File: src/rtl/inst_loader_if.sv
// Byte-stream input and instruction-memory write port of the boot-time program loader.
// The loader drives the slave modport; the UART side and the fetch stage see the master side.
interface inst_loader_if #(
    parameter int INST_MEM_WIDTH = 14,
    parameter int INST_WIDTH     = 32
);
    logic [7:0]                in_data;
    logic                      in_valid;
    logic                      in_ready;
    logic                      restart;
    logic                      we;
    logic [INST_MEM_WIDTH-1:0] waddr;
    logic [INST_WIDTH-1:0]     wdata;
    logic                      core_hold;
    logic                      err;

    modport master (
        output in_data, in_valid, restart,
        input  in_ready, we, waddr, wdata, core_hold, err
    );

    modport slave (
        input  in_data, in_valid, restart,
        output in_ready, we, waddr, wdata, core_hold, err
    );
endinterface

File: src/rtl/inst_loader.sv
// Boot-time program loader: parses a big-endian word count plus N words and writes them to inst-mem.
// Optional trailing XOR checksum byte is enabled by defining LOADER_CHECKSUM_EN.
module inst_loader #(
    parameter int INST_MEM_WIDTH = 14,
    parameter int INST_WIDTH     = 32
) (
    input logic          clk,
    input logic          reset_n,
    inst_loader_if.slave bus
);

`ifdef LOADER_CHECKSUM_EN
    typedef enum logic [2:0] {HDR, DATA, CSUM, DONE, ERR} state_t;
`else
    typedef enum logic [2:0] {HDR, DATA, DONE, ERR} state_t;
`endif

    localparam logic [32:0] CAPACITY = 33'd1 << INST_MEM_WIDTH;

    state_t                    state;
    logic [1:0]                byte_cnt;
    logic [INST_MEM_WIDTH:0]   word_cnt;
    logic [31:0]               count;
    logic [INST_WIDTH-9:0]     word_asm;
    logic                      we;
    logic [INST_MEM_WIDTH-1:0] waddr;
    logic [INST_WIDTH-1:0]     wdata;
    logic                      core_hold;
    logic                      err;
`ifdef LOADER_CHECKSUM_EN
    logic [7:0]                csum;
`endif

    logic                      in_ready;
    logic                      accept;
    logic [31:0]               next_count;
    logic [INST_WIDTH-1:0]     next_word;
    logic                      last_word;

    always_comb begin
        in_ready = 1'b0;
        case (state)
            HDR, DATA: in_ready = 1'b1;
`ifdef LOADER_CHECKSUM_EN
            CSUM:      in_ready = 1'b1;
`endif
            default:   in_ready = 1'b0;
        endcase
        if (bus.restart)
            in_ready = 1'b0;
    end

    assign accept     = bus.in_valid && in_ready;
    assign next_count = {count[23:0], bus.in_data};
    assign next_word  = {word_asm, bus.in_data};
    assign last_word  = (32'(word_cnt) == (count - 32'd1));

    // The count is checked against capacity, so word_cnt can never address beyond the memory.
    always_ff @(posedge clk or negedge reset_n) begin
        if (!reset_n) begin
            state     <= HDR;
            byte_cnt  <= 2'd0;
            word_cnt  <= '0;
            count     <= 32'd0;
            word_asm  <= '0;
            we        <= 1'b0;
            waddr     <= '0;
            wdata     <= '0;
            core_hold <= 1'b1;
            err       <= 1'b0;
`ifdef LOADER_CHECKSUM_EN
            csum      <= 8'd0;
`endif
        end else begin
            we <= 1'b0;
            if (bus.restart) begin
                state     <= HDR;
                byte_cnt  <= 2'd0;
                word_cnt  <= '0;
                count     <= 32'd0;
                core_hold <= 1'b1;
                err       <= 1'b0;
`ifdef LOADER_CHECKSUM_EN
                csum      <= 8'd0;
`endif
            end else if (accept) begin
                case (state)
                    HDR: begin
                        count    <= next_count;
                        byte_cnt <= byte_cnt + 2'd1;
`ifdef LOADER_CHECKSUM_EN
                        csum     <= 8'd0;
`endif
                        if (byte_cnt == 2'd3) begin
                            if (next_count == 32'd0) begin
`ifdef LOADER_CHECKSUM_EN
                                state     <= CSUM;
`else
                                state     <= DONE;
                                core_hold <= 1'b0;
`endif
                            end else if ({1'b0, next_count} > CAPACITY) begin
                                state <= ERR;
                                err   <= 1'b1;
                            end else begin
                                state    <= DATA;
                                word_cnt <= '0;
                            end
                        end
                    end
                    DATA: begin
                        word_asm <= next_word[INST_WIDTH-9:0];
                        byte_cnt <= byte_cnt + 2'd1;
`ifdef LOADER_CHECKSUM_EN
                        csum     <= csum ^ bus.in_data;
`endif
                        if (byte_cnt == 2'd3) begin
                            we       <= 1'b1;
                            wdata    <= next_word;
                            waddr    <= word_cnt[INST_MEM_WIDTH-1:0];
                            word_cnt <= word_cnt + 1'b1;
                            if (last_word) begin
`ifdef LOADER_CHECKSUM_EN
                                state     <= CSUM;
`else
                                state     <= DONE;
                                core_hold <= 1'b0;
`endif
                            end
                        end
                    end
`ifdef LOADER_CHECKSUM_EN
                    // Words are already in memory on a mismatch; only the hold keeps them from running.
                    CSUM: begin
                        if (csum == bus.in_data) begin
                            state     <= DONE;
                            core_hold <= 1'b0;
                        end else begin
                            state <= ERR;
                            err   <= 1'b1;
                        end
                    end
`endif
                    default: ;
                endcase
            end
        end
    end

    assign bus.in_ready  = in_ready;
    assign bus.we        = we;
    assign bus.waddr     = waddr;
    assign bus.wdata     = wdata;
    assign bus.core_hold = core_hold;
    assign bus.err       = err;

endmodule

File: src/flat_wrapper.sv
// flat-port wrapper written by rule: the top's interface ports become plain ports
module inst_loader_flat 
#(
    parameter int INST_MEM_WIDTH = 14,
    parameter int INST_WIDTH     = 32
)
  (clk, reset_n, bus_in_data, bus_in_valid, bus_restart, bus_in_ready, bus_we, bus_waddr, bus_wdata, bus_core_hold, bus_err);
  inst_loader_if #(.INST_MEM_WIDTH(INST_MEM_WIDTH), .INST_WIDTH(INST_WIDTH)) bus_i ();
  input logic clk;
  input logic reset_n;
  input wire logic [$bits(bus_i.in_data)-1:0] bus_in_data;
  input wire logic [$bits(bus_i.in_valid)-1:0] bus_in_valid;
  input wire logic [$bits(bus_i.restart)-1:0] bus_restart;
  output wire logic [$bits(bus_i.in_ready)-1:0] bus_in_ready;
  output wire logic [$bits(bus_i.we)-1:0] bus_we;
  output wire logic [$bits(bus_i.waddr)-1:0] bus_waddr;
  output wire logic [$bits(bus_i.wdata)-1:0] bus_wdata;
  output wire logic [$bits(bus_i.core_hold)-1:0] bus_core_hold;
  output wire logic [$bits(bus_i.err)-1:0] bus_err;
  assign bus_i.in_data = bus_in_data;
  assign bus_i.in_valid = bus_in_valid;
  assign bus_i.restart = bus_restart;
  assign bus_in_ready = bus_i.in_ready;
  assign bus_we = bus_i.we;
  assign bus_waddr = bus_i.waddr;
  assign bus_wdata = bus_i.wdata;
  assign bus_core_hold = bus_i.core_hold;
  assign bus_err = bus_i.err;
  inst_loader #(.INST_MEM_WIDTH(INST_MEM_WIDTH), .INST_WIDTH(INST_WIDTH)) u_core (.clk(clk), .reset_n(reset_n), .bus(bus_i));
endmodule
File: config.mk
export PLATFORM = sky130hd
export DESIGN_NAME = inst_loader_flat
export DESIGN_NICKNAME = d
export VERILOG_FILES = /design/src/rtl/inst_loader_if.sv /design/src/rtl/inst_loader.sv /design/src/flat_wrapper.sv
export SDC_FILE = /design/constraint.sdc
export NUM_CORES = 1
export LEC_CHECK = 0
export ABC_CLOCK_PERIOD_IN_PS = 4300
export CAP_MARGIN = 5
export CELL_PAD_IN_SITES_DETAIL_PLACEMENT = 1
export CELL_PAD_IN_SITES_GLOBAL_PLACEMENT = 1
export CORE_UTILIZATION = 45
export CTS_CLUSTER_DIAMETER = 30
export DETAILED_ROUTE_END_ITERATION = 8
export PLACE_DENSITY_LB_ADDON = 0.1
export SYNTH_ARGS = -nofsm -noshare
export SYNTH_HDL_FRONTEND = slang
export SYNTH_SLANG_ARGS = --single-unit
File: constraint.sdc
create_clock -name clk -period 4.3 [get_ports clk]
set_input_delay 0.86 -clock clk [delete_from_list [all_inputs] [get_ports clk]]
set_output_delay 0.86 -clock clk [all_outputs]
set_load 0.05 [all_outputs]
==> results.txt <==
The run finished with clean final reports. The share of layout cells above drive strength 1 was 0.204; the clock insertion delay at the later pin of the skew report was 0.42 ns. For this block, wires on met1 add up to 6860 um. The cell that appears most often on the critical path is or4_1.

The final worst-path cycle share was 0.873. CTS placed an instance of clkbuf_16 at the clock tree root. Clock skew on the completed layout was measured at 0.0101 ns.

The completed layout was analyzed and its total power is 4.39 mW. At the pin with the least slew margin, the transition time is 0.947 ns. Detailed placement ended at an HPWL of 10400 um. The sequential area share after synthesis is 0.528.

The max-cap check violation count is 0. The tools report the startpoint type of the worst setup path as a register. The die extent in x was 116 um; the largest fanout of any net on the critical path was 12. The tools report the final setup violation count as 0.

The detailed router used layers up to and including met4. Start of the worst register-to-register path: u_core.count[5]. The run gives 4504 as the via count. The register share of total power was 0.354; the buffer and inverter count on the worst path was 0. The delay of the slowest cell on the worst path is 0.77 ns. The commonest cells after synthesis are dfrtp_1, nand2_1, mux2_2. The worst setup timing slack at the placement stage is 0.584 ns. After the first detailed-routing iteration, the DRC count stood at 311. The ratio of routed vias to standard cells was 5.67. The critical path start-end classification is register to register.

The floorplan step set the die height to 116 um. The average instance in the mapped netlist occupies 10.6 um2. After routing the design area is 7330 um2. In the final routed layout, each cell accounts on average for 19.8 um. For the post-CTS setup buffer count, the log shows 0.

The clock drives 124 sinks. The placeable core region was 12700 um2. The run gives 15700 um as the routed wire length. The logs give 17 for the number of buffers created by CTS and 0.256 for the aggregate global-route resource usage.

The first global-routing pass estimated 25900 um of wire. Counting every net in the synthesized netlist gives 569. The CTS clock-pin slew for the worst setup and hold paths works out to 0.06 ns. STA classifies the critical path endpoint as a register. The initial antenna violation count is 0.

The startpoint identified for the worst hold timing path is u_core.bus.waddr[5]. For this design, the CTS-stage hold fixing added 0 buffers. Setup repair after global routing left no endpoint under its margin.

The layout overhead on the synthesized area came out at 24.7%. Power per standard cell area: 599 nW/um2. The number of port buffers was 61; the final layout net count was 624. The run gives 0.359 mV as the peak supply drop.

The final-report max-slew violation count is 0, and the arrival time at the worst endpoint is 4.06 ns. After clock tree synthesis, the repair step resized 0 gates. Row generation in the floorplan step produced 41 rows. The overall die area was 13500 um2; the total number of yosys warnings was 0. The logs give 0.54 ns for the register-to-register setup slack and 0.369 for the headroom to the max-slew limit. After layout, the worst setup slack is 0.544 ns. The part of the total power dissipated in combinational logic is 0.278, and the share of synthesized registers carrying an async set or reset is 1.00.

For this run, the detailed router's first-pass iteration total came to 4. The run gives 0 as the sum of overflow across all layers after global routing. The proportion of power drawn by the clock network is 0.367. Yosys instantiated no cell more often than dfrtp_1.

For the area of placed instances, the log shows 6660 um2. The I/O pin count came out at 62. The cell area after synthesis is 5880 um2, and the final-layout fill cell count is 1360.

The run gives 4751 as the number of global-route vias before repair. Among all stages on the critical path, the largest delay is contributed by nor3_1. The final critical delay including setup and external delays came out at 3.76 ns. In this run, synthesis produced a sequential element count of 124. Post-detailed-route DRC marker count: 0. Walking the worst path, the cells encountered are or4_1 > nor3_1 > nand3_1 > xnor2_1 > or4_1 > or4b_4 > a31o_1. The count of nets left with antenna violations once routing finished came out at 0. TritonCTS built the clock tree. The portion of synthesized cell area occupied by the leading cell type is 0.524, and the amount of wire on met3 after detailed routing is 819 um. The power dissipated by switching net loads is 1.45 mW. Broken down by cell family, the worst path's largest delay share belongs to simple AND/OR/NAND/NOR gates. Adding up every negative setup slack in the final design gives 0 ns.

The commonest register cell after synthesis is dfrtp_1. The proportion of total power due to net switching came out at 0.329. The effective utilization at floorplan was 0.464.

Yosys attributes the largest share of cell area to dfrtp_1, mux2_2, nand2_1. Counting distinct cell types in the post-synthesis netlist gives 57. The number of antenna diodes in the final layout is 0. The tools report the cell-internal power as 2.94 mW. The synthesized design contains 0 enable-type register cells. The routability congestion estimate from global placement is 0.899. Timing would allow up to 266 MHz. The tools report the required time reported for the critical path endpoint as 4.61 ns. Number of H-tree levels: 4. The critical path launch point is u_core.count[5]. The tightest min-delay check is of the register to register type. Detailed routing placed a total of 7770 um of wire on met2. The logs give 3.20 nW for the leakage power summed over all cells and 554 for the cell count after synthesis. The largest total area in the synthesized netlist belongs to dfrtp_1. The number of buffers between clock root and the deepest sink came out at 2. The number of endpoints with negative hold slack in the final report is 0, and the pin count of the biggest net entering global routing is 75.
## per-layer routing
| metal | GRT usage | vias to the layer above |
|---|---|---|
| met1 | 0.328 | 2300 |
| met2 | 0.416 | 104 |
| met5 | 0 | - |
| met3 | 0.0732 | 18 |
| li1 | - | 2082 |
| met4 | 0.0923 | 0 |
## path summary, 6_finish.rpt
check | endpoint | cells after the start
max | u_core.state[0] | 7
min | u_core.bus.waddr[5] | 2
max reg2reg | u_core.state[0] | 7
min reg2reg | u_core.bus.waddr[5] | 2
max in group asynchronous | u_core.bus.wdata[8] | 2
min in group asynchronous | u_core.bus.waddr[8] | 1
## power groups by stage
stage / registers, mW / logic, mW / clock network, mW
global route: 1.58 / 1.31 / 1.69
finish: 1.56 / 1.22 / 1.61
global placement: 1.55 / 1.17 / 0
CTS: 1.56 / 1.23 / 1.64
detailed placement: 1.57 / 1.21 / 0
floorplan: 1.70 / 0.657 / 0
## worst reg2reg max path, stage by stage (launching register included)
cell	delay, ns
dfrtp_1	0.50
or4_1	0.62
nor3_1	0.77
nand3_1	0.22
xnor2_1	0.19
or4_1	0.56
or4b_4	0.54
a31o_1	0.24
## sequential cells by signal, summed over array words and instances (netlist names), 2 cells and up
name              cells
u_core.byte_cnt       2
u_core.state          2
u_core.word_cnt      15
u_core.bus.wdata     32
u_core.count         32
u_core.bus.waddr     14
u_core.word_asm      24
## placed cells by master (no fill, tap or decap), types with 3 or more instances in the layout
cell,instances
clkbuf_16,17
a21oi_1,42
xnor2_1,13
o31ai_1,4
clkinvlp_4,3
nor3_1,17
nand4_1,12
or2_2,4
bufinv_16,5
and3_1,3
clkdlybuf4s50_1,59
mux2_2,69
o41ai_1,3
inv_1,6
clkbuf_8,3
dfrtp_1,123
nor3b_1,3
or3_1,11
nand3_1,7
nor2b_1,5
nand2_1,78
ha_1,3
nor4_1,9
nand2b_1,3
or4_1,6
xor2_1,7
a31oi_1,5
o21ai_0,20
or4_4,3
mux2i_1,3
nor2_1,24
buf_4,12
## stage by stage
stage,hold WS [ns],utilization,std cells
finish,0.485,0.578,794
global route,0.512,0.578,794
CTS,0.486,0.578,794
global placement,0.466,0.525,762
detailed placement,0.474,0.525,762
floorplan,0.475,-,554
## layout make-up
type	count	area, um2	area share
multi-input combinational	388	2610	0.356
tap	172	215	0.0294
clock buffer	20	467	0.0637
clock inverter	12	208	0.0283
sequential	124	3100	0.424
inverter	6	22.5	0.00307
timing repair buffer	72	701	0.0956
## logic make-up (layout without fill, tap and decap cells)
group,after synthesis,after routing,synth area share
XOR/XNOR,20,20,0.0298
flip-flops,124,124,0.528
adder cells (fa/ha/maj),3,3,0.00639
AO/OA/AOI/OAI,94,94,0.0962
buffers and inverters,42,110,0.0285
AND/OR/NAND/NOR,199,199,0.174
multiplexers,72,72,0.137
(Power assumes the default switching activity.)
